--- src/rtl/cmul_pkg.sv ---
// Shared definitions for the sequential complex multiplier.
//   state_t   : controller states (IDLE -> MUL -> COMB -> DONE -> IDLE)
//   op_sel_t  : which operand pair the shared adder sees this cycle
//   W_IN/W_RES, pass counts and the input-to-output latency
package cmul_pkg;

  localparam int W_IN       = 5;
  localparam int W_RES      = 10;
  localparam int MUL_STEPS  = 6;
  localparam int NUM_PROD   = 4;
  localparam int COMB_STEPS = 3;
  localparam int LATENCY    = 28;

  typedef enum logic [1:0] {
    IDLE = 2'd0,
    MUL  = 2'd1,
    COMB = 2'd2,
    DONE = 2'd3
  } state_t;

  typedef enum logic [2:0] {
    SEL_NONE = 3'd0,
    SEL_MUL  = 3'd1,  // shift-add pass of the current partial product
    SEL_C0   = 3'd2,  // P0 + ~P1
    SEL_C1   = 3'd3,  // tmp + 1  -> real part
    SEL_C2   = 3'd4   // P2 + P3  -> imaginary part
  } op_sel_t;

  // Sign-extend an operand component to the adder width.
  function automatic logic [W_RES-1:0] sext_in(input logic [W_IN-1:0] v);
    return {{(W_RES-W_IN){v[W_IN-1]}}, v};
  endfunction

endpackage

--- src/rtl/adder_10bit.sv ---
// 10-bit ripple-carry adder; the only adder on the multiplier datapath.
//   x, y : addends
//   sum  : x + y mod 2^10 (carry-out is not needed by any pass)
module adder_10bit (
  input  logic [9:0] x,
  input  logic [9:0] y,
  output logic [9:0] sum
);

  logic [9:0] carry;

  assign carry[0] = 1'b0;

  generate
    for (genvar gi = 0; gi < 10; gi++) begin : g_fa
      assign sum[gi] = x[gi] ^ y[gi] ^ carry[gi];
      if (gi < 9) begin : g_carry
        assign carry[gi+1] = (x[gi] & y[gi]) | (carry[gi] & (x[gi] ^ y[gi]));
      end
    end
  endgenerate

endmodule

--- src/rtl/cmul_seq_fsm.sv ---
// Controller for the sequential complex multiplier.
//   in_valid/in_ready   : operand handshake (ready only in IDLE)
//   out_valid/out_ready : result handshake (valid held in DONE until taken)
//   accept              : operand set is captured this cycle
//   op_sel              : adder operand pair for this cycle
//   step, prod_idx      : pass counter within a phase, current partial product
module cmul_seq_fsm
  import cmul_pkg::*;
(
  input  logic       clk,
  input  logic       rst_n,
  input  logic       in_valid,
  input  logic       out_ready,
  output logic       in_ready,
  output logic       out_valid,
  output logic       accept,
  output op_sel_t    op_sel,
  output logic [2:0] step,
  output logic [1:0] prod_idx
);

  state_t     state_reg, state_next;
  logic [2:0] step_reg, step_next;
  logic [1:0] prod_reg, prod_next;
  logic       out_valid_reg, out_valid_next;

  always_ff @(posedge clk or negedge rst_n) begin
    if (!rst_n) begin
      state_reg     <= IDLE;
      step_reg      <= 3'd0;
      prod_reg      <= 2'd0;
      out_valid_reg <= 1'b0;
    end else begin
      state_reg     <= state_next;
      step_reg      <= step_next;
      prod_reg      <= prod_next;
      out_valid_reg <= out_valid_next;
    end
  end

  always_comb begin
    state_next     = state_reg;
    step_next      = step_reg;
    prod_next      = prod_reg;
    out_valid_next = out_valid_reg;
    op_sel         = SEL_NONE;
    accept         = 1'b0;

    case (state_reg)
      IDLE: begin
        if (in_valid) begin
          accept     = 1'b1;
          state_next = MUL;
          step_next  = 3'd0;
          prod_next  = 2'd0;
        end
      end

      MUL: begin
        op_sel = SEL_MUL;
        if (step_reg == 3'(MUL_STEPS - 1)) begin
          step_next = 3'd0;
          if (prod_reg == 2'(NUM_PROD - 1)) begin
            state_next = COMB;
          end else begin
            prod_next = prod_reg + 2'd1;
          end
        end else begin
          step_next = step_reg + 3'd1;
        end
      end

      COMB: begin
        case (step_reg)
          3'd0:    op_sel = SEL_C0;
          3'd1:    op_sel = SEL_C1;
          default: op_sel = SEL_C2;
        endcase
        if (step_reg == 3'(COMB_STEPS - 1)) begin
          step_next  = 3'd0;
          state_next = DONE;
        end else begin
          step_next = step_reg + 3'd1;
        end
      end

      DONE: begin
        // First DONE cycle raises the registered valid; results were
        // written on the final COMB pass, so they are already settled.
        if (!out_valid_reg) begin
          out_valid_next = 1'b1;
        end else if (out_ready) begin
          out_valid_next = 1'b0;
          state_next     = IDLE;
        end
      end

      default: state_next = IDLE;
    endcase
  end

  assign in_ready  = (state_reg == IDLE);
  assign out_valid = out_valid_reg;
  assign step      = step_reg;
  assign prod_idx  = prod_reg;

endmodule

--- src/rtl/cmul_seq_ctrl.sv ---
// Sequential complex multiplier: (a+bj)(c+dj) using one shared 10-bit adder.
//   clk, rst_n           : clock, asynchronous active-low reset
//   in_valid / in_ready  : operand handshake; a_re=a, a_im=b, b_re=c, b_im=d
//   out_valid / out_ready: result handshake; results held while valid
//   res_re               : ac - bd
//   res_im               : ad + bc (wraps), ovf flags its signed overflow
module cmul_seq_ctrl
  import cmul_pkg::*;
(
  input  logic               clk,
  input  logic               rst_n,
  input  logic               in_valid,
  output logic               in_ready,
  input  logic [W_IN-1:0]    a_re,
  input  logic [W_IN-1:0]    a_im,
  input  logic [W_IN-1:0]    b_re,
  input  logic [W_IN-1:0]    b_im,
  output logic               out_valid,
  input  logic               out_ready,
  output logic [W_RES-1:0]   res_re,
  output logic [W_RES-1:0]   res_im,
  output logic               ovf
);

  logic             accept;
  op_sel_t          op_sel;
  logic [2:0]       step;
  logic [1:0]       prod_idx;

  logic [W_IN-1:0]  a_reg, b_reg, c_reg, d_reg;
  logic [W_RES-1:0] acc_reg;
  logic [W_RES-1:0] prod_reg [NUM_PROD];
  logic [W_RES-1:0] res_re_reg, res_im_reg;
  logic             ovf_reg;

  logic [W_IN-1:0]  mcand, mplier;
  logic [W_RES-1:0] mcand_shift;
  logic [W_RES-1:0] add_x, add_y, add_sum;
  logic             store_en;

  cmul_seq_fsm u_fsm (
    .clk       (clk),
    .rst_n     (rst_n),
    .in_valid  (in_valid),
    .out_ready (out_ready),
    .in_ready  (in_ready),
    .out_valid (out_valid),
    .accept    (accept),
    .op_sel    (op_sel),
    .step      (step),
    .prod_idx  (prod_idx)
  );

  adder_10bit u_add (
    .x   (add_x),
    .y   (add_y),
    .sum (add_sum)
  );

  // Product order: P0=a*c, P1=b*d, P2=a*d, P3=b*c.
  always_comb begin
    mcand  = a_reg;
    mplier = c_reg;
    case (prod_idx)
      2'd0: begin mcand = a_reg; mplier = c_reg; end
      2'd1: begin mcand = b_reg; mplier = d_reg; end
      2'd2: begin mcand = a_reg; mplier = d_reg; end
      default: begin mcand = b_reg; mplier = c_reg; end
    endcase
  end

  assign mcand_shift = sext_in(mcand) << step;

  // Adder operand mux. The multiplier's sign bit carries weight -16, so
  // step 4 adds the one's complement of m<<4 and step 5 adds the +1.
  always_comb begin
    add_x = '0;
    add_y = '0;
    case (op_sel)
      SEL_MUL: begin
        add_x = (step == 3'd0) ? '0 : acc_reg;
        case (step)
          3'd0, 3'd1, 3'd2, 3'd3:
            add_y = mplier[step[1:0]] ? mcand_shift : '0;
          3'd4:
            add_y = mplier[W_IN-1] ? ~mcand_shift : '0;
          default:
            add_y = mplier[W_IN-1] ? W_RES'(1) : '0;
        endcase
      end
      SEL_C0: begin
        add_x = prod_reg[0];
        add_y = ~prod_reg[1];
      end
      SEL_C1: begin
        add_x = acc_reg;
        add_y = W_RES'(1);
      end
      SEL_C2: begin
        add_x = prod_reg[2];
        add_y = prod_reg[3];
      end
      default: ;
    endcase
  end

  assign store_en = (op_sel == SEL_MUL) && (step == 3'(MUL_STEPS - 1));

  always_ff @(posedge clk or negedge rst_n) begin
    if (!rst_n) begin
      a_reg      <= '0;
      b_reg      <= '0;
      c_reg      <= '0;
      d_reg      <= '0;
      acc_reg    <= '0;
      res_re_reg <= '0;
      res_im_reg <= '0;
      ovf_reg    <= 1'b0;
    end else begin
      if (accept) begin
        a_reg <= a_re;
        b_reg <= a_im;
        c_reg <= b_re;
        d_reg <= b_im;
      end
      if (op_sel == SEL_MUL || op_sel == SEL_C0) begin
        acc_reg <= add_sum;
      end
      if (op_sel == SEL_C1) begin
        res_re_reg <= add_sum;
      end
      if (op_sel == SEL_C2) begin
        res_im_reg <= add_sum;
        // Signed overflow: operands agree in sign, sum disagrees.
        ovf_reg    <= (prod_reg[2][W_RES-1] == prod_reg[3][W_RES-1]) &&
                      (add_sum[W_RES-1] != prod_reg[2][W_RES-1]);
      end
    end
  end

  generate
    for (genvar gi = 0; gi < NUM_PROD; gi++) begin : g_prod
      always_ff @(posedge clk or negedge rst_n) begin
        if (!rst_n) begin
          prod_reg[gi] <= '0;
        end else if (store_en && prod_idx == 2'(gi)) begin
          prod_reg[gi] <= add_sum;
        end
      end
    end
  endgenerate

  assign res_re = res_re_reg;
  assign res_im = res_im_reg;
  assign ovf    = ovf_reg;

endmodule

--- config.mk ---
export PLATFORM = sky130hd
export DESIGN_NAME = cmul_seq_ctrl
export DESIGN_NICKNAME = d
export VERILOG_FILES = /design/src/rtl/cmul_pkg.sv /design/src/rtl/adder_10bit.sv /design/src/rtl/cmul_seq_fsm.sv /design/src/rtl/cmul_seq_ctrl.sv
export SDC_FILE = /design/constraint.sdc
export NUM_CORES = 1
export LEC_CHECK = 0
export ABC_AREA = 1
export CAP_MARGIN = 20
export CORE_ASPECT_RATIO = 1.5
export CORE_UTILIZATION = 30
export CTS_CLUSTER_DIAMETER = 100
export DETAILED_ROUTE_END_ITERATION = 12
export GPL_TIMING_DRIVEN = 0
export PLACE_DENSITY = 0.47
export SKIP_LAST_GASP = 1
export SLEW_MARGIN = 30
export SYNTH_ARGS = -nofsm -noshare
export SYNTH_HDL_FRONTEND = slang
export SYNTH_HIERARCHICAL = 1
export SYNTH_SLANG_ARGS = --single-unit
--- constraint.sdc ---
create_clock -name clk -period 7.71 [get_ports clk]
set_input_delay 1.9275 -clock clk [delete_from_list [all_inputs] [get_ports clk]]
set_output_delay 1.9275 -clock clk [all_outputs]
set_load 0.01 [all_outputs]
# --- Word level (Yosys, flattened, before mapping) ---
# Index checks and enable logic that the tools add are counted.
classes:
  addsub: 2
  magnitude_cmp: 1
  n_eq_ne: 24
  n_shift: 1
  mux: 32
  bitwise: 46
  n_reduce_logical: 18
op_table:
  columns: ["op", "count"]
  rows:
  - ["one-hot mux 10 bit (4 select lines)", 2]
  - ["2-to-1 mux 10 bit", 3]
  - ["NOT 10 bit", 2]
  - ["one-hot mux 10 bit (2 select lines)", 1]
  - ["XOR 1 bit", 19]
  - ["2-to-1 mux 2 bit", 9]
  - ["bitwise AND 1 bit", 17]
  - ["== test 3 x 2 -> 1 bit (second input constant)", 4]
  - ["one-hot mux 3 bit (2 select lines)", 2]
  - ["2-to-1 mux 5 bit", 2]
  - ["!= test 2 bit (second input constant)", 5]
  - ["<< shifter 10 x 3 -> 10 bit", 1]
  - ["== test 3 bit (second input constant)", 3]
  - ["2-to-1 mux 3 bit", 3]
  - ["one-hot mux 3 bit (3 select lines)", 1]
  - ["== test 2 bit (second input constant)", 4]
  - ["bitwise OR 1 bit", 8]
  - ["one-hot mux 2 bit (4 select lines)", 1]
  - ["== test 3 x 1 -> 1 bit (second input constant)", 2]
  - ["logical AND 1 bit", 6]
  - ["2-to-1 mux 1 bit", 6]
  - ["AND reduction 6 bit", 1]
  - ["== test 2 x 1 -> 1 bit (second input constant)", 2]
  - ["zero test 2 bit", 2]
  - ["16 further kinds", 18]
word_totals:
  ff_bits: 99
  inputBits: 24
  out_inout_bits: 23
  word_cells: 140

# --- Depth between registers and ports, before layout ---
logic_depth:
  depth_word: 28
  ltp_mapped: 29

# --- Cells and area by module ---
# Netlist, hierarchy kept.
modules_own_cells:
  columns: ["module", "instances", "cells_each", "area_per_inst_um2"]
  rows:
  - ["cmul_seq_ctrl", 1, 521, 4364.2]
  - ["cmul_seq_fsm", 1, 75, 573.0]
  - ["adder_10bit", 1, 24, 231.5]

# --- Worst setup path after synthesis ---
# No wires, ideal clock.
synth_path:
  path_kind: "register to register"
  from: "register u_fsm.state_reg[0]"
  to: "register ovf_reg (netlist: ovf)"
  arrival_ps: 5651
  t_required_ps: 7615
  setup_slack_ps: 1964
  path_stages_with_launch: 29
  cell_sequence: "dfrtp_1 -> inv_1 -> ha_1 -> inv_1 -> nor4_2 -> nand2_1 -> nand2_1 -> inv_2 -> nand2_1 -> buf_2 -> clkinv_1 -> nand2_1 -> o211ai_1 -> ha_1 -> inv_1 -> fa_1 -> inv_1 -> fa_1 -> fa_1 -> fa_1 -> fa_1 -> fa_1 -> fa_1 -> fa_1 -> nand3_1 -> nand2_1 -> inv_1 -> a21oi_1 -> o31ai_1"
synth_via:
  elab_chain_len: 24
  word_cells_on_any_way: 46
  classes_between: "eq/ne: 7; mux: 3; bitwise: 35; reduce/logical: 1"
synth_lines:
  columns: ["element", "line_no", "source"]
  rows:
  - ["start: declaration", "cmul_seq_fsm.sv:22", "state_t state_reg, state_next;"]
  - ["start signal: assignment", "cmul_seq_fsm.sv:34", "state_reg <= state_next;"]
  - ["== test 2 bit or == test 2 x 1 -> 1 bit (tied branches)", "cmul_seq_fsm.sv:49", "case (state_reg)"]
  - ["one-hot mux 3 bit (2 select lines) *", "cmul_seq_fsm.sv:49", null]
  - ["named net op_sel[1]", "cmul_seq_ctrl.sv:26", "op_sel_t op_sel;"]
  - ["== test 3 bit (tied with other cells)", "cmul_seq_ctrl.sv:79", "case (op_sel)"]
  - ["one-hot mux 10 bit (4 select lines) *", "cmul_seq_ctrl.sv:79", null]
  - ["named net add_x[0]", "cmul_seq_ctrl.sv:38", "logic [W_RES-1:0] add_x, add_y, add_sum;"]
  - ["bitwise AND 1 bit * (2 in a row)", "adder_10bit.sv:18", "assign carry[gi+1] = (x[gi] & y[gi]) | (carry[gi] & (x[gi] ^ y[gi]));"]
  - ["bitwise OR 1 bit *", "adder_10bit.sv:18", null]
  - ["[10 not listed]", null, null]
  - ["bitwise AND 1 bit *", "adder_10bit.sv:18", null]
  - ["bitwise OR 1 bit *", "adder_10bit.sv:18", null]
  - ["bitwise AND 1 bit *", "adder_10bit.sv:18", null]
  - ["bitwise OR 1 bit *", "adder_10bit.sv:18", null]
  - ["XOR 1 bit *", "adder_10bit.sv:16", "assign sum[gi] = x[gi] ^ y[gi] ^ carry[gi];"]
  - ["named net add_sum[9]", "cmul_seq_ctrl.sv:38", null]
  - ["!= test 1 bit *", "cmul_seq_ctrl.sv:136", "(add_sum[W_RES-1] != prod_reg[2][W_RES-1]);"]
  - ["logical AND 1 bit *", "cmul_seq_ctrl.sv:135", "ovf_reg <= (prod_reg[2][W_RES-1] == prod_reg[3][W_RES-1]) &&"]
  - ["end signal: assignment", "cmul_seq_ctrl.sv:135", null]
  - ["end: declaration", "cmul_seq_ctrl.sv:34", "logic ovf_reg;"]
# The timed path passes the listed nets; every way through them passes the cells marked *.
# A chain may end at the register's enable or synchronous reset.

# --- Final worst setup path ---
# Same ends and word-level chain as after synthesis.

==> results.md <==
| Parameter | This run | Unit |
|:---|:---|:---|
| Clock latency on the worst-skew pair | 0.34 | ns |
| Max-cap violation count | 0 | - |
| Kind of end point of the critical path | register | - |
| Number of nets in the final layout | 721 | - |
| R2R Setup Slk | 1.05 | ns |
| Number of clock sinks | 99 | - |
| Period utilization | 86.4 | % |
| Worst slew pin tran | 0.887 | ns |
| Core box area | 16800 | um^2 |
| Area growth, synth to finish | 20.1 | % |
| Dominant register cell in the synthesized netlist | dfrtp_1 | - |
| Synthesized instance count | 620 | - |
| Signal arrival time at the worst endpoint | 6.90 | ns |
| Buffer levels on the longest clock path | 2 | - |
| Height of the die | 163 | um |
| Antenna violation net count after detailed routing | 0 | - |
| PortBufs | 46 | - |
| Clock slew at the register clock pins of the worst setup and hold paths | 0.07 | ns |
| Critical path fanouts, max | 10 | - |
| Final Hold Vio Count | 0 | - |
| Critical Path Max Stage Delay | 0.43 | ns |
| Count of cell types in the netlist | 38 | - |
| CTS tree | yes | - |
| Minimum clock period | 6.66 | ns |
| Mapped cell area | 5170 | um^2 |
| Number of remaining DRC errors | 0 | - |
| Proportion of netlist area held by the largest area contributor | 47.9 | % |
| Clock power frac | 21.1 | % |
| Max reg flops | 40 | - |
| Antenna violations before repair | 0 | - |
| Worst EP required | 7.95 | ns |
| Switching Power | 0.889 | mW |
| Post-route cell area | 6210 | um^2 |
| I/O pin total | 47 | - |
| Library cell used as clock root buffer | clkbuf_16 | - |
| VDD IR max | 0.140 | mV |
| Die Footprint | 17800 | um^2 |
| Hold-fix buffers, CTS | 0 | - |
| Utilization of the core after routing | 36.9 | % |
| Final worst-path setup slack | 1.05 | ns |
| Status | finished, final reports clean | - |
| Register area share after synthesis | 47.9 | % |
| Worst hold slack | 0.483 | ns |
| Number of global-route vias before repair | 4291 | - |
| Count of pins over their slew limit | 0 | - |
| Total instance count after detailed placement | 877 | - |
| Yosys top cell by area | dfrtp_1 | - |
| Instance area at placement | 5920 | um^2 |
| Dominant cells by area after synthesis | dfrtp_1 (48%), nand2_1 (14%), inv_1 (5.4%), o21ai_0 (5.1%), o21ai_1 (4.4%) | - |
| Setup Buffers After CTS | 0 | - |
| Sequential power share | 33.1 | % |
| Power density relative to cell area | 341 | nW/um^2 |
| Sum of routed wire length over all layers | 12700 | um |
| Number of warnings printed during yosys synthesis | 6 | - |
| Net Sw Frac | 42.1 | % |
| Internal power summed over all cells | 1.22 | mW |
| Final global-route overflow total | 0 | - |
| Design Power | 2.11 | mW |
| Total CTS buffers | 9 | - |
| Final setup fails | 0 | - |
| Average size of a mapped cell | 8.34 | um^2 |
| Most frequent standard cell in the layout excluding fill and tap cells | nand2_1 | - |
| Avg Vias per Cell | 4.71 | - |
| Final cell count without fillers | 892 | - |
| Critical path's most frequent cell | fa_1 | - |
| Slowest cell on the critical path | dfrtp_1 | - |
| Combinational fraction of design power | 45.7 | % |
| Largest net degree at the start of global routing | 66 | - |
| Number of iterations in the first detailed-routing pass | 4 | - |
| Half-perimeter wire length after placement | 9680 | um |
| Post-synthesis net count | 663 | - |
| Wire length of the first global-routing pass | 21400 | um |
| RSZ-0062 raised after global routing | false | - |
| Final Skew | 0.0128 | ns |
| Crit path launch type | register | - |
| Worst min-delay path category | reg -> reg | - |
| Width of the die | 109 | um |
| Combined global-route utilization of all metal layers | 15.5 | % |
| Post-route setup TNS | 0 | ns |
| Count of flip-flops with a built-in enable after synthesis | 0 | - |
| Routability-driven placement congestion ratio | 0.813 | - |
| N_diodes | 0 | - |
| DR vias | 4204 | - |
| Number of gates given a new drive strength after cts | 0 | - |
| Post-synth ARST share | 100 | % |
| Row cnt | 58 | - |
| H-tree depth | 3 | - |
| Highest achievable clock rate | 0.150 | GHz |
| Ratio of cells with drive above 1 in the final layout | 9.38 | % |
| Synthesized flop and latch total | 99 | - |
| Avg WL per Cell | 14.2 | um |
| Headroom to the max-slew limit | 40.5 | % |
| Post-Place Setup Slack | 1.01 | ns |
| Type of the setup path with the least slack | reg -> reg | - |
| Leakage dissipation | 2.79 | nW |
| Starting density of the core | 30.7 | % |
| Iteration-0 DRC Markers | 182 | - |
| Top library cells by usage in the layout, fill and taps aside | nand2_1 (196), dfrtp_1 (99), inv_1 (74) | - |
## layout make-up
cell class / instances / area, um^2
Timing Repair Buffer: 47 / 489
Inverter: 80 / 300
Clock inverter: 4 / 52.6
Buffer: 23 / 163
Multi-Input combinational cell: 418 / 2230
Clock buffer: 11 / 233
Tap cell: 210 / 263
Sequential cell: 99 / 2480
Fill cell: 1797 / 10600
## path summary, 6_finish.rpt
| path | startpoint | to | cells after the start |
|---|---|---|---|
| hold reg to reg | res_re[2] | res_re[2] | 2 |
| min in group asynchronous | rst_n | res_re[4] | 1 |
| max in group asynchronous | rst_n | ovf | 2 |
| hold / removal | res_re[2] | res_re[2] | 2 |
| setup reg to reg | u_fsm/state_reg[0] | ovf | 28 |
| setup / recovery | u_fsm/state_reg[0] | ovf | 28 |
## worst max-delay path: cells and delay by family (launching register included)
kind	cells	cell delay, ns
adder cells (fa/ha/maj)	10	3.56
AO/OA/AOI/OAI	3	0.43
AND/OR/NAND/NOR	7	1.01
flip-flops	1	0.43
buffers and inverters	8	1.14
## cell families after synthesis
| group | after synthesis | share of synthesized area (%) |
|---|---|---|
| compound gates | 125 | 13.3 |
| mux | 6 | 1.31 |
| xor+xnor | 2 | 0.339 |
| flops | 99 | 47.9 |
| fa+ha+maj | 19 | 5.76 |
| buf+inv | 103 | 8.96 |
| simple gates | 266 | 22.4 |
## power by group through the flow
| stage | registers, mW | logic, mW | clock network [mW] |
|---|---|---|---|
| after global placement | 0.708 | 0.957 | 0 |
| final | 0.700 | 0.967 | 0.446 |
| after CTS | 0.702 | 0.981 | 0.461 |
| after floorplan | 0.715 | 0.643 | 0 |
| after detailed placement | 0.712 | 0.975 | 0 |
| after global routing | 0.716 | 1.11 | 0.486 |
## per-layer routing
| metal | vias to the layer above | wire [um] | global-route usage [%] | part of all wire, % |
|---|---|---|---|---|
| met5 | - | 0 | 0 | 0 |
| met3 | 14 | 341 | 2.28 | 2.7 |
| li1 | 2118 | - | - | - |
| met4 | 0 | 206 | 5.45 | 1.6 |
| met1 | 1985 | 5350 | 17.6 | 42 |
| met2 | 87 | 6770 | 29.0 | 53 |
## Yosys cell counts (6+ instances only)
| master | count |
|---|---|
| nand2_1 | 196 |
| dfrtp_1 | 99 |
| clkbuf_1 | 8 |
| a21oi_1 | 6 |
| o21ai_1 | 45 |
| buf_6 | 8 |
| inv_1 | 74 |
| nand3_1 | 40 |
| o211ai_1 | 11 |
| mux2_2 | 6 |
| nand2_2 | 8 |
| fa_1 | 8 |
| ha_1 | 11 |
| o21ai_0 | 53 |
Power figures use the tool's default switching activity.
